### config.mk
export PLATFORM = sky130hd
export DESIGN_NAME = mu_data_responder
export DESIGN_NICKNAME = d
export VERILOG_FILES = /design/src/rtl/mu_data_responder_pkg.sv /design/src/rtl/mu_rsp_skid_fifo.sv /design/src/rtl/mu_data_responder.sv
export SDC_FILE = /design/constraint.sdc
export NUM_CORES = 2
export LEC_CHECK = 0
export CORE_MARGIN = 1.5
export CORE_UTILIZATION = 30
export CTS_CLUSTER_DIAMETER = 120
export DETAILED_ROUTE_END_ITERATION = 12
export PLACE_DENSITY = 0.54
export SYNTH_ARGS = -nofsm -noshare
export SYNTH_HDL_FRONTEND = slang
export SYNTH_HIERARCHICAL = 1
export SYNTH_SLANG_ARGS = --single-unit
### constraint.sdc
create_clock -name clk -period 23.4 [get_ports clk]
set_clock_uncertainty 0.15 [all_clocks]
set_input_delay 4.68 -clock clk [delete_from_list [all_inputs] [get_ports clk]]
set_output_delay 4.68 -clock clk [all_outputs]
set_load 0.02 [all_outputs]
### src/rtl/mu_data_responder_pkg.sv
// Shared MD payload types plus the motion-update response beat.
package mu_data_responder_pkg;

    localparam int unsigned PARTICLE_ID_WIDTH = 7;
    localparam int unsigned ELEMENT_WIDTH     = 2;
    localparam int unsigned FLOAT_WIDTH       = 32;
    localparam int unsigned OFFSET_WIDTH      = 32;

    typedef struct packed {
        logic [FLOAT_WIDTH-1:0] x;
        logic [FLOAT_WIDTH-1:0] y;
        logic [FLOAT_WIDTH-1:0] z;
    } float_data_t;

    typedef struct packed {
        logic [OFFSET_WIDTH-1:0] offset_x;
        logic [OFFSET_WIDTH-1:0] offset_y;
        logic [OFFSET_WIDTH-1:0] offset_z;
    } offset_data_t;

    // One aligned response beat handed to the MU controller.
    typedef struct packed {
        float_data_t              home_frc;
        float_data_t              nb_frc;
        offset_data_t             offset;
        float_data_t              vel;
        logic [ELEMENT_WIDTH-1:0] element;
    } rsp_beat_t;

    function automatic int unsigned max3(input int unsigned a, input int unsigned b,
                                         input int unsigned c);
        int unsigned m;
        m = (a > b) ? a : b;
        return (m > c) ? m : c;
    endfunction

endpackage

### src/rtl/mu_rsp_skid_fifo.sv
// Synchronous first-word-fall-through FIFO with occupancy count.
module mu_rsp_skid_fifo #(
    parameter int unsigned WIDTH = 8,
    parameter int unsigned DEPTH = 4
) (
    input  logic                       clk,
    input  logic                       rst,
    input  logic                       i_wr_en,
    input  logic [WIDTH-1:0]           i_wr_data,
    input  logic                       i_rd_en,
    output logic [WIDTH-1:0]           o_rd_data,
    output logic [$clog2(DEPTH+1)-1:0] o_count,
    output logic                       o_full,
    output logic                       o_empty
);

    localparam int unsigned PTR_W = (DEPTH > 1) ? $clog2(DEPTH) : 1;
    localparam int unsigned CNT_W = $clog2(DEPTH + 1);

    logic [WIDTH-1:0] mem_q [DEPTH];
    logic [PTR_W-1:0] wr_ptr_q, wr_ptr_d;
    logic [PTR_W-1:0] rd_ptr_q, rd_ptr_d;
    logic [CNT_W-1:0] count_q, count_d;
    logic             do_wr_c, do_rd_c;

    assign o_count   = count_q;
    assign o_full    = (count_q == CNT_W'(DEPTH));
    assign o_empty   = (count_q == '0);
    assign o_rd_data = mem_q[rd_ptr_q];

    // A write into a full FIFO is allowed only when the head leaves the same cycle.
    always_comb begin
        do_rd_c  = i_rd_en && !o_empty;
        do_wr_c  = i_wr_en && (!o_full || do_rd_c);
        wr_ptr_d = wr_ptr_q;
        rd_ptr_d = rd_ptr_q;
        if (do_wr_c) begin
            wr_ptr_d = (wr_ptr_q == PTR_W'(DEPTH - 1)) ? '0 : wr_ptr_q + PTR_W'(1);
        end
        if (do_rd_c) begin
            rd_ptr_d = (rd_ptr_q == PTR_W'(DEPTH - 1)) ? '0 : rd_ptr_q + PTR_W'(1);
        end
        count_d = count_q + CNT_W'(do_wr_c) - CNT_W'(do_rd_c);
    end

    // Pointer and count registers.
    always_ff @(posedge clk or posedge rst) begin
        if (rst) begin
            wr_ptr_q <= '0;
            rd_ptr_q <= '0;
            count_q  <= '0;
        end else begin
            wr_ptr_q <= wr_ptr_d;
            rd_ptr_q <= rd_ptr_d;
            count_q  <= count_d;
        end
    end

    // Storage array; contents are only meaningful behind the pointers.
    always_ff @(posedge clk) begin
        if (do_wr_c) begin
            mem_q[wr_ptr_q] <= i_wr_data;
        end
    end

endmodule

### src/rtl/mu_data_responder.sv
// Motion-update read responder: fans requests out to the caches, aligns the
// returns into one beat and buffers beats against MU backpressure.
module mu_data_responder
    import mu_data_responder_pkg::*;
#(
    parameter int unsigned FRC_RD_LATENCY = 2,
    parameter int unsigned POS_RD_LATENCY = 1,
    parameter int unsigned VEL_RD_LATENCY = 1,
    parameter int unsigned SKID_DEPTH     = 4
) (
    input  logic                         clk,
    input  logic                         rst,
    input  logic [PARTICLE_ID_WIDTH-1:0] i_rd_addr,
    input  logic                         i_rd_en,
    input  logic                         i_MU_buf_full,
    input  logic [PARTICLE_ID_WIDTH:0]   i_particle_num,
    input  logic                         i_particle_num_valid,
    output logic [PARTICLE_ID_WIDTH-1:0] o_frc_rd_addr,
    output logic [PARTICLE_ID_WIDTH-1:0] o_pos_rd_addr,
    output logic [PARTICLE_ID_WIDTH-1:0] o_vel_rd_addr,
    output logic                         o_frc_rd_en,
    output logic                         o_pos_rd_en,
    output logic                         o_vel_rd_en,
    input  float_data_t                  i_home_frc_rdata,
    input  float_data_t                  i_nb_frc_rdata,
    input  offset_data_t                 i_pos_rdata,
    input  logic [ELEMENT_WIDTH-1:0]     i_element_rdata,
    input  float_data_t                  i_vel_rdata,
    output float_data_t                  o_home_frc,
    output float_data_t                  o_nb_frc,
    output offset_data_t                 o_offset,
    output float_data_t                  o_vel,
    output logic [ELEMENT_WIDTH-1:0]     o_element,
    output logic                         o_data_valid,
    output logic                         o_rd_ready,
    output logic                         o_rd_done,
    output logic                         o_oob_err,
    output logic                         o_skid_overflow
);

    localparam int unsigned L       = max3(FRC_RD_LATENCY, POS_RD_LATENCY, VEL_RD_LATENCY);
    localparam int unsigned FRC_DLY = L - FRC_RD_LATENCY;
    localparam int unsigned POS_DLY = L - POS_RD_LATENCY;
    localparam int unsigned VEL_DLY = L - VEL_RD_LATENCY;
    localparam int unsigned FRC_W   = 2 * $bits(float_data_t);
    localparam int unsigned POS_W   = $bits(offset_data_t) + ELEMENT_WIDTH;
    localparam int unsigned VEL_W   = $bits(float_data_t);
    localparam int unsigned BEAT_W  = $bits(rsp_beat_t);
    localparam int unsigned FIFO_W  = BEAT_W + 1;
    localparam int unsigned FCNT_W  = $clog2(SKID_DEPTH + 1);
    localparam int unsigned OCC_W   = $clog2(SKID_DEPTH + L + 2);
    localparam int unsigned PNUM_W  = PARTICLE_ID_WIDTH + 1;

    logic                         accept_c;
    logic [PARTICLE_ID_WIDTH-1:0] rd_addr_c;
    logic [PNUM_W-1:0]            pnum_q, pnum_d;
    logic [PNUM_W-1:0]            cnt_q, cnt_d;
    logic                         epoch_q, epoch_d;
    logic                         done_q, done_d;
    logic                         oob_q, oob_d;
    logic                         ovf_q, ovf_d;
    logic                         run_q;
    logic [L-1:0]                 vld_q;
    logic [L-1:0]                 vepo_q;
    logic [FRC_W-1:0]             frc_al_c;
    logic [POS_W-1:0]             pos_al_c;
    logic [VEL_W-1:0]             vel_al_c;
    rsp_beat_t                    beat_al_c;
    rsp_beat_t                    out_beat_q, out_beat_d;
    logic                         out_valid_q, out_valid_d;
    logic                         out_epo_q, out_epo_d;
    logic                         consume_c, out_free_c, bypass_c, room_c, drop_c;
    logic                         fifo_push_c, fifo_pop_c;
    logic [FIFO_W-1:0]            fifo_rdata_c;
    logic [FCNT_W-1:0]            fifo_count_c;
    logic                         fifo_full_c, fifo_empty_c;
    logic [OCC_W-1:0]             inflight_c, occ_c, buf_occ_c;

    // Requests are only forwarded to the caches when inside the current cell.
    assign accept_c      = i_rd_en && (PNUM_W'(i_rd_addr) < pnum_q);
    assign rd_addr_c     = accept_c ? i_rd_addr : '0;
    assign o_frc_rd_en   = accept_c;
    assign o_pos_rd_en   = accept_c;
    assign o_vel_rd_en   = accept_c;
    assign o_frc_rd_addr = rd_addr_c;
    assign o_pos_rd_addr = rd_addr_c;
    assign o_vel_rd_addr = rd_addr_c;

    // In-flight tracker; each entry carries the sweep epoch it was issued in.
    always_ff @(posedge clk or posedge rst) begin
        if (rst) begin
            vld_q  <= '0;
            vepo_q <= '0;
        end else begin
            vld_q[0]  <= accept_c;
            vepo_q[0] <= epoch_q;
            for (int i = 1; i < L; i++) begin
                vld_q[i]  <= vld_q[i - 1];
                vepo_q[i] <= vepo_q[i - 1];
            end
        end
    end

    if (FRC_DLY == 0) begin : g_frc_direct
        assign frc_al_c = {i_home_frc_rdata, i_nb_frc_rdata};
    end else begin : g_frc_delay
        logic [FRC_W-1:0] frc_dly_q [FRC_DLY];
        // Retime force data onto the common alignment point.
        always_ff @(posedge clk or posedge rst) begin
            if (rst) begin
                for (int i = 0; i < FRC_DLY; i++) frc_dly_q[i] <= '0;
            end else begin
                frc_dly_q[0] <= {i_home_frc_rdata, i_nb_frc_rdata};
                for (int i = 1; i < FRC_DLY; i++) frc_dly_q[i] <= frc_dly_q[i - 1];
            end
        end
        assign frc_al_c = frc_dly_q[FRC_DLY - 1];
    end

    if (POS_DLY == 0) begin : g_pos_direct
        assign pos_al_c = {i_pos_rdata, i_element_rdata};
    end else begin : g_pos_delay
        logic [POS_W-1:0] pos_dly_q [POS_DLY];
        // Retime offset and element data onto the common alignment point.
        always_ff @(posedge clk or posedge rst) begin
            if (rst) begin
                for (int i = 0; i < POS_DLY; i++) pos_dly_q[i] <= '0;
            end else begin
                pos_dly_q[0] <= {i_pos_rdata, i_element_rdata};
                for (int i = 1; i < POS_DLY; i++) pos_dly_q[i] <= pos_dly_q[i - 1];
            end
        end
        assign pos_al_c = pos_dly_q[POS_DLY - 1];
    end

    if (VEL_DLY == 0) begin : g_vel_direct
        assign vel_al_c = i_vel_rdata;
    end else begin : g_vel_delay
        logic [VEL_W-1:0] vel_dly_q [VEL_DLY];
        // Retime velocity data onto the common alignment point.
        always_ff @(posedge clk or posedge rst) begin
            if (rst) begin
                for (int i = 0; i < VEL_DLY; i++) vel_dly_q[i] <= '0;
            end else begin
                vel_dly_q[0] <= i_vel_rdata;
                for (int i = 1; i < VEL_DLY; i++) vel_dly_q[i] <= vel_dly_q[i - 1];
            end
        end
        assign vel_al_c = vel_dly_q[VEL_DLY - 1];
    end

    // Assemble the aligned beat from the retimed cache groups.
    always_comb begin
        beat_al_c = '0;
        {beat_al_c.home_frc, beat_al_c.nb_frc} = frc_al_c;
        {beat_al_c.offset, beat_al_c.element}  = pos_al_c;
        beat_al_c.vel                          = vel_al_c;
    end

    mu_rsp_skid_fifo #(
        .WIDTH (FIFO_W),
        .DEPTH (SKID_DEPTH)
    ) u_skid_fifo (
        .clk       (clk),
        .rst       (rst),
        .i_wr_en   (fifo_push_c),
        .i_wr_data ({vepo_q[L-1], beat_al_c}),
        .i_rd_en   (fifo_pop_c),
        .o_rd_data (fifo_rdata_c),
        .o_count   (fifo_count_c),
        .o_full    (fifo_full_c),
        .o_empty   (fifo_empty_c)
    );

    // Return path: output register refills from the FIFO head, or straight from
    // the aligned beat when the FIFO is empty; the output register counts toward
    // the SKID_DEPTH capacity so ready and overflow agree.
    always_comb begin
        consume_c   = out_valid_q && !i_MU_buf_full;
        out_free_c  = !out_valid_q || consume_c;
        fifo_pop_c  = out_free_c && !fifo_empty_c;
        bypass_c    = out_free_c && fifo_empty_c && vld_q[L-1];
        buf_occ_c   = OCC_W'(fifo_count_c) + OCC_W'(out_valid_q) - OCC_W'(consume_c);
        room_c      = !fifo_full_c && (buf_occ_c < OCC_W'(SKID_DEPTH));
        fifo_push_c = vld_q[L-1] && !bypass_c && room_c;
        drop_c      = vld_q[L-1] && !bypass_c && !room_c;
        out_valid_d = out_valid_q;
        out_beat_d  = out_beat_q;
        out_epo_d   = out_epo_q;
        if (out_free_c) begin
            if (!fifo_empty_c) begin
                {out_epo_d, out_beat_d} = fifo_rdata_c;
                out_valid_d             = 1'b1;
            end else if (vld_q[L-1]) begin
                out_beat_d  = beat_al_c;
                out_epo_d   = vepo_q[L-1];
                out_valid_d = 1'b1;
            end else begin
                out_valid_d = 1'b0;
            end
        end
    end

    // Sweep bookkeeping; beats from an older sweep epoch are delivered but not counted.
    always_comb begin
        pnum_d  = pnum_q;
        epoch_d = epoch_q;
        cnt_d   = cnt_q;
        done_d  = 1'b0;
        oob_d   = oob_q | (i_rd_en && !accept_c);
        ovf_d   = ovf_q | drop_c;
        if (i_particle_num_valid) begin
            pnum_d  = i_particle_num;
            epoch_d = ~epoch_q;
            cnt_d   = '0;
            done_d  = (i_particle_num == '0);
        end else if (consume_c && (out_epo_q == epoch_q)) begin
            if ((cnt_q + PNUM_W'(1)) == pnum_q) begin
                cnt_d  = '0;
                done_d = 1'b1;
            end else begin
                cnt_d = cnt_q + PNUM_W'(1);
            end
        end
    end

    // State registers for the output beat, sweep tracking and sticky flags.
    always_ff @(posedge clk or posedge rst) begin
        if (rst) begin
            out_valid_q <= 1'b0;
            out_beat_q  <= '0;
            out_epo_q   <= 1'b0;
            pnum_q      <= '0;
            epoch_q     <= 1'b0;
            cnt_q       <= '0;
            done_q      <= 1'b0;
            oob_q       <= 1'b0;
            ovf_q       <= 1'b0;
            run_q       <= 1'b0;
        end else begin
            out_valid_q <= out_valid_d;
            out_beat_q  <= out_beat_d;
            out_epo_q   <= out_epo_d;
            pnum_q      <= pnum_d;
            epoch_q     <= epoch_d;
            cnt_q       <= cnt_d;
            done_q      <= done_d;
            oob_q       <= oob_d;
            ovf_q       <= ovf_d;
            run_q       <= 1'b1;
        end
    end

    // Ready reflects every beat already committed: in flight, queued or presented.
    always_comb begin
        inflight_c = '0;
        for (int i = 0; i < L; i++) begin
            inflight_c = inflight_c + OCC_W'(vld_q[i]);
        end
        occ_c = inflight_c + OCC_W'(fifo_count_c) + OCC_W'(out_valid_q);
    end

    assign o_rd_ready      = run_q && (occ_c < OCC_W'(SKID_DEPTH));
    assign o_data_valid    = out_valid_q;
    assign o_home_frc      = out_beat_q.home_frc;
    assign o_nb_frc        = out_beat_q.nb_frc;
    assign o_offset        = out_beat_q.offset;
    assign o_vel           = out_beat_q.vel;
    assign o_element       = out_beat_q.element;
    assign o_rd_done       = done_q;
    assign o_oob_err       = oob_q;
    assign o_skid_overflow = ovf_q;

endmodule

Word level (Yosys, flattened, before mapping)
Memories as Yosys holds them, arrays and structs flattened. Cells that the tools add are included. W data, S select, Z words.

Output and inout port bits: 415. Bits in writable memories: 1548. Memories: 1. Logic and storage cells: 96. Register bits: 614.

Eq/ne operators: 6. Reductions and logical operators: 27. Muxes and demuxes: 17. Bitwise logic cells: 3. $lt $le $gt $ge: 3. Add/subtract/negate cells: 10.

Memories: u_skid_fifo.mem_q (words 4, bits a word 387, rd ports 1, clocked after memory_dff 0, wr ports 1, RTL line mu_rsp_skid_fifo.sv:20) `logic [WIDTH-1:0] mem_q [DEPTH];`.

Operator list (count): $mux W386 (2); $mux W8 (3); $logic_and A1 B1 Y1 (14); $add A3 B1 Y3 (3); $mux W1 (9); $add A8 B1 Y8 const B (1); $eq A8 B8 Y1 (1); $logic_not A8 Y1 (1); $lt A7 B8 Y1 (1); $logic_not A1 Y1 (7); $mux W7 (1); $lt A3 B3 Y1 const B (2); $sub A3 B1 Y3 (2); $add A2 B1 Y2 const B (2); $eq A2 B2 Y1 const B (2); $mux W2 (2); $add A2 B3 Y3 (1); $eq A3 B3 Y1 const B (1); $logic_not A3 Y1 (1); $add A1 B1 Y2 (1); $logic_or A1 B1 Y1 (2); $ne A2 B2 Y1 const B (1); $or A1 B1 Y1 (2); $reduce_and A2 Y1 (1); 3 further kinds (3).

Depth between registers and ports, before layout
Depth in word-level cells: 11. Mapped depth: 15. Depth with buffers taken out: 15.

Cells and area by module
The synthesis kept the hierarchy.

Modules (own cells, without submodules): mu_rsp_skid_fifo (sequential area each 46659.8 um^2, cells each 2059, times used 1, area an instance 56198.9 um^2); mu_data_responder (sequential area each 15189.6 um^2, cells each 2063, times used 1, area an instance 24049.3 um^2).

Least setup slack after synthesis
Ideal clock, no wire load.

Kind: input to register. From: input port i_MU_buf_full. To: memory u_skid_fifo/mem_q[0][0] in the netlist's numbering (enable). Data arrival time: 14.828 ns. Path slack: 7.622 ns. Stages: 9. Required time: 22.450 ns. Setup time: 0.800 ns. Cell sequence: nor2_1 ha_1 inv_1 ha_1 a31oi_1 xnor2_1 nor3_1 a21boi_1 and2_1.

Word-level cells in the longest chain between the ends: 11. Elaborated cells between the ends (all ways): 17.

Ends and longest elaborated chain: start: declaration (RTL line mu_data_responder.sv:15) `input logic i_MU_buf_full,`; $logic_not A1 Y1 * (RTL line mu_data_responder.sv:179) `consume_c = out_valid_q && !i_MU_buf_full;`; $logic_and A1 B1 Y1 * (RTL line mu_data_responder.sv:179); parallel branches: the longest is 5 deep, another holds $sub A3 B1 Y3; $logic_and A1 B1 Y1 * (RTL line mu_data_responder.sv:185) `fifo_push_c = vld_q[L-1] && !bypass_c && room_c;`; net fifo_push_c (RTL line mu_data_responder.sv:73) `logic fifo_push_c, fifo_pop_c;`; $logic_and A1 B1 Y1 * (RTL line mu_rsp_skid_fifo.sv:34) `do_wr_c = i_wr_en && (!o_full || do_rd_c);`; $mux W1 * (RTL line mu_rsp_skid_fifo.sv:61) `if (do_wr_c) begin`; $mux W1 (not written as such) * (RTL line mu_rsp_skid_fifo.sv:62) `mem_q[wr_ptr_q] <= i_wr_data;`; end: declaration (RTL line mu_rsp_skid_fifo.sv:20).

Mark *: on every way through the listed nets, which the timed path passes.

Worst setup path after layout
From: input port i_rd_addr[1]. To: output port o_frc_rd_addr[6].

Word-level cells in the longest chain between the ends: 3.

Ends and longest elaborated chain: start: declaration (RTL line mu_data_responder.sv:13) `input logic [PARTICLE_ID_WIDTH-1:0] i_rd_addr,`; $lt A7 B8 Y1 (RTL line mu_data_responder.sv:80) `assign accept_c = i_rd_en && (PNUM_W'(i_rd_addr) < pnum_q);`; $logic_and A1 B1 Y1 (RTL line mu_data_responder.sv:80); $mux W7 (RTL line mu_data_responder.sv:81) `assign rd_addr_c = accept_c ? i_rd_addr : '0;`; end: declaration (RTL line mu_data_responder.sv:18) `output logic [PARTICLE_ID_WIDTH-1:0] o_frc_rd_addr,`.

No other way between the ends.

==> out/metrics.yaml <==
yosys:
  synthesis.yosys.warnings: 6
  synth.net_count: 4546
  netlist_area_um2: 80250
  async_flop_share: 0.2840
  number_of_flops_mapped_to_enable_cells_by_yosys: 1548
  yosysTopAreaCell: "edfxtp_1"
  synthFlopType: "edfxtp_1"
  synth.avg_cell_area_um2: 19.47
  synth-seq-cells: 2162
  synth_largest_type_area_fraction: 0.5793
  seq_area_frac_synth: 0.7707
  post_synth_inst_count: 4122
  synth_top_area_cells: "edfxtp_1 (58%), dfrtp_1 (19%), mux4_2 (11%)"
  synthDistinctLibCells: 46
cells_and_area:
  area_added_between_synthesis_and_finish_pct: 24.82
  final_nets: 5429
  finalInstanceArea_um2: 100200
  layout.cells.most_common_list: "edfxtp_1 (1548), clkdlybuf4s50_1 (820), dfrtp_1 (612)"
  post_route_cells_drive_above_1_share: 0.1632
  final_common_cell: "edfxtp_1"
  final_cells: 8756
cts:
  cts_tree: "yes"
  post_cts_resized: 0
  htree_levels: 4
  clock_tree.root_cell: "clkbuf_16"
  clock-sinks: 2162
  clock_tree.buffer_depth: 3
  holdBufCountCts: 0
  post_cts_buffers: 0
  numCtsBuffers: 222
  clock_insertion_delay_worst_skew_ns: 0.86
  clkTransAtPathRegs_ns: 0.06
detailed_routing:
  drt_drc_violations_left: 0
  initialDrtViolationCount: 2935
  routed_wl_mm: 197.5
  route.detailed.vias_per_inst: 4.648
  vias: 40700
  wl_per_cell_um: 22.55
  drt_first_pass_iters: 5
  final_antenna_net_count: 0
global_route:
  grt.total_usage: 0.1436
  vias_in_the_first_global_route: 42300
  grt_pass1_wl_mm: 291.2
  grt_start_max_net_pins: 167
  antenna_found_initial: 51
  global_route.overflow_total: 0
placed_design:
  port-buffer-count: 820
  gpl.final_weighted_congestion: 0.7702
  dp.final_hpwl_mm: 122.4
  dpl-instance-area_um2: 92330
  dpl.cell_count: 8314
run:
  timing.max_cap.violations: 0
hold_path:
  hold_path.class: "reg2reg"
die:
  core_area_um2: 265600
  initial_core_util: 0.3022
  die_x_um: 520.2
  floorplan.die.height_um: 520.2
  placement_rows: 189
  design.die.area_um2: 270600
  i_o_pin_count: 821
sta:
  final-hold-violation-count: 0
  fmax_ghz: 0.08060
  final.min_clock_period_ns: 12.41
  final.period_utilization: 0.5302
  finalSetupViolCount: 0
  slew_viol_final: 0
  finalHoldWorstSlack_ns: 0.1968
  timing.setup.tns_ns: 0
  worstMarginPinSlew_ns: 1.239
  grt_setup_unrepaired: "no"
  slew_headroom: 0.1723
power:
  ir_worst_vdd_mv: 0.07793
  p_switching_uw: 4143
  combPwrFrac: 0.306
  seq_power_share: 0.412
  internal-power_uw: 8952
  power.density_cell_area_nw_per_um2: 130.7
  clock_network_power_share: 0.281
  power_switching_share: 0.3164
  power_leakage_uw: 0.03369
worst_setup_path:
  worst-path-max-fanout: 11
  critPathRequiredTime_ns: 18.57
  timing.critical_path.arrival_ns: 7.58
  category_of_the_worst_setup_path_launch_point: "primary input"
  critical_path.endpoint_type: "output port"
  worst-setup-path-type: "in2out"
status:
  status: "completed"
## path summary, 6_finish.rpt
check | start | end | slack (ns) | depth (start not counted)
max | i_rd_addr[1] | o_frc_rd_addr[6] | 10.99 | 8
min in group asynchronous | rst | u_skid_fifo/rd_ptr_q[0]$_DFFE_PP0N_ | 4.16 | 2
max in group asynchronous | rst | g_pos_delay.pos_dly_q[17]$_DFF_PP0_ | 15.56 | 5
max reg2reg | o_data_valid$_DFFE_PP0N_ | u_skid_fifo/mem_q[2][210]$_DFFE_PP_ | 16.58 | 14
min | vepo_q[0]$_DFF_PP0_ | vepo_q[1]$_DFF_PP0_ | 0.20 | 0
min reg2reg | vepo_q[0]$_DFF_PP0_ | vepo_q[1]$_DFF_PP0_ | 0.20 | 0
## cell usage after synthesis (7+ instances only)
cell	count
edfxtp_1	1548
dfrtp_1	614
nor2_1	395
a21oi_1	393
mux2i_1	387
mux4_2	387
clkbuf_1	116
buf_2	73
buf_6	24
inv_1	24
o21ai_0	20
buf_4	18
ha_1	16
nand2_1	16
and2_1	12
a21o_1	8
xnor2_1	8
xor2_1	8
nand3_1	7
## layout make-up
| cell class | instances | area, um2 |
|---|---|---|
| Antenna cell | 16 | 40.04 |
| Clock buffer | 307 | 6414 |
| Clock inverter | 119 | 1383 |
| Fill cell | 24310 | 165400 |
| Inverter | 25 | 101.3 |
| Multi-Input combinational cell | 1700 | 17110 |
| Sequential cell | 2162 | 61860 |
| Tap cell | 3533 | 4420 |
| Timing Repair Buffer | 894 | 8838 |
## cells by family after synthesis
| logic type | synth area share |
|---|---|
| flip-flops | 0.7707 |
| adder cells (fa/ha/maj) | 0.002994 |
| AND/OR/NAND/NOR | 0.02265 |
| AO/OA/AOI/OAI | 0.02771 |
| other | 0.00004673 |
| multiplexers | 0.1574 |
| buffers and inverters | 0.01640 |
| XOR/XNOR | 0.002027 |
## worst max-delay path, stage by stage
cell and delay, ns:
clkdlybuf4s50_1 0.42, ha_1 0.29, a21o_1 0.16, a21oi_1 0.16
o21ai_0 0.13, a31oi_1 0.73, and2_1 0.35, clkdlybuf4s50_1 0.66
## power groups by stage
stage	clock network [uW]	registers, uW	logic (uW)
6_report	3680	5400	4010
5_1_grt	3930	5490	4310
4_1_cts	3790	5420	4100
3_5_place_dp	0	5480	4080
3_3_place_gp	0	5460	4070
2_1_floorplan	0	5940	2160
## state kept, by name, summed over array words and instances, names as in the netlist, 2 cells and up
register / cells
cnt_q: 8
g_pos_delay.pos_dly_q: 98
g_vel_delay.vel_dly_q: 96
o_element: 2
o_home_frc: 96
o_nb_frc: 96
o_offset: 96
o_vel: 96
pnum_q: 8
u_skid_fifo/mem_q: 1548
u_skid_fifo/o_count: 3
u_skid_fifo/rd_ptr_q: 2
u_skid_fifo/wr_ptr_q: 2
vepo_q: 2
vld_q: 2
## stage by stage
| stage | utilization | total power, uW | worst slack (ns) |
|---|---|---|---|
| 3_3_place_gp | 0.3477 | 9525 | 10.93 |
| 5_1_grt | 0.3771 | 13730 | 10.89 |
| 6_report | 0.3772 | 13090 | 10.99 |
| 3_5_place_dp | 0.3477 | 9566 | 10.98 |
| 2_1_floorplan | - | 8094 | 1.577 |
| 4_1_cts | 0.3770 | 13310 | 10.96 |
## layer usage
metal,track usage,wire [um],part of all wire
met1,0.1979,88010,0.45
met2,0.2206,90650,0.46
met3,0.04153,14020,0.071
met4,0.04002,4373,0.022
met5,0,421,0.0021
Power figures use the tool's default switching activity.
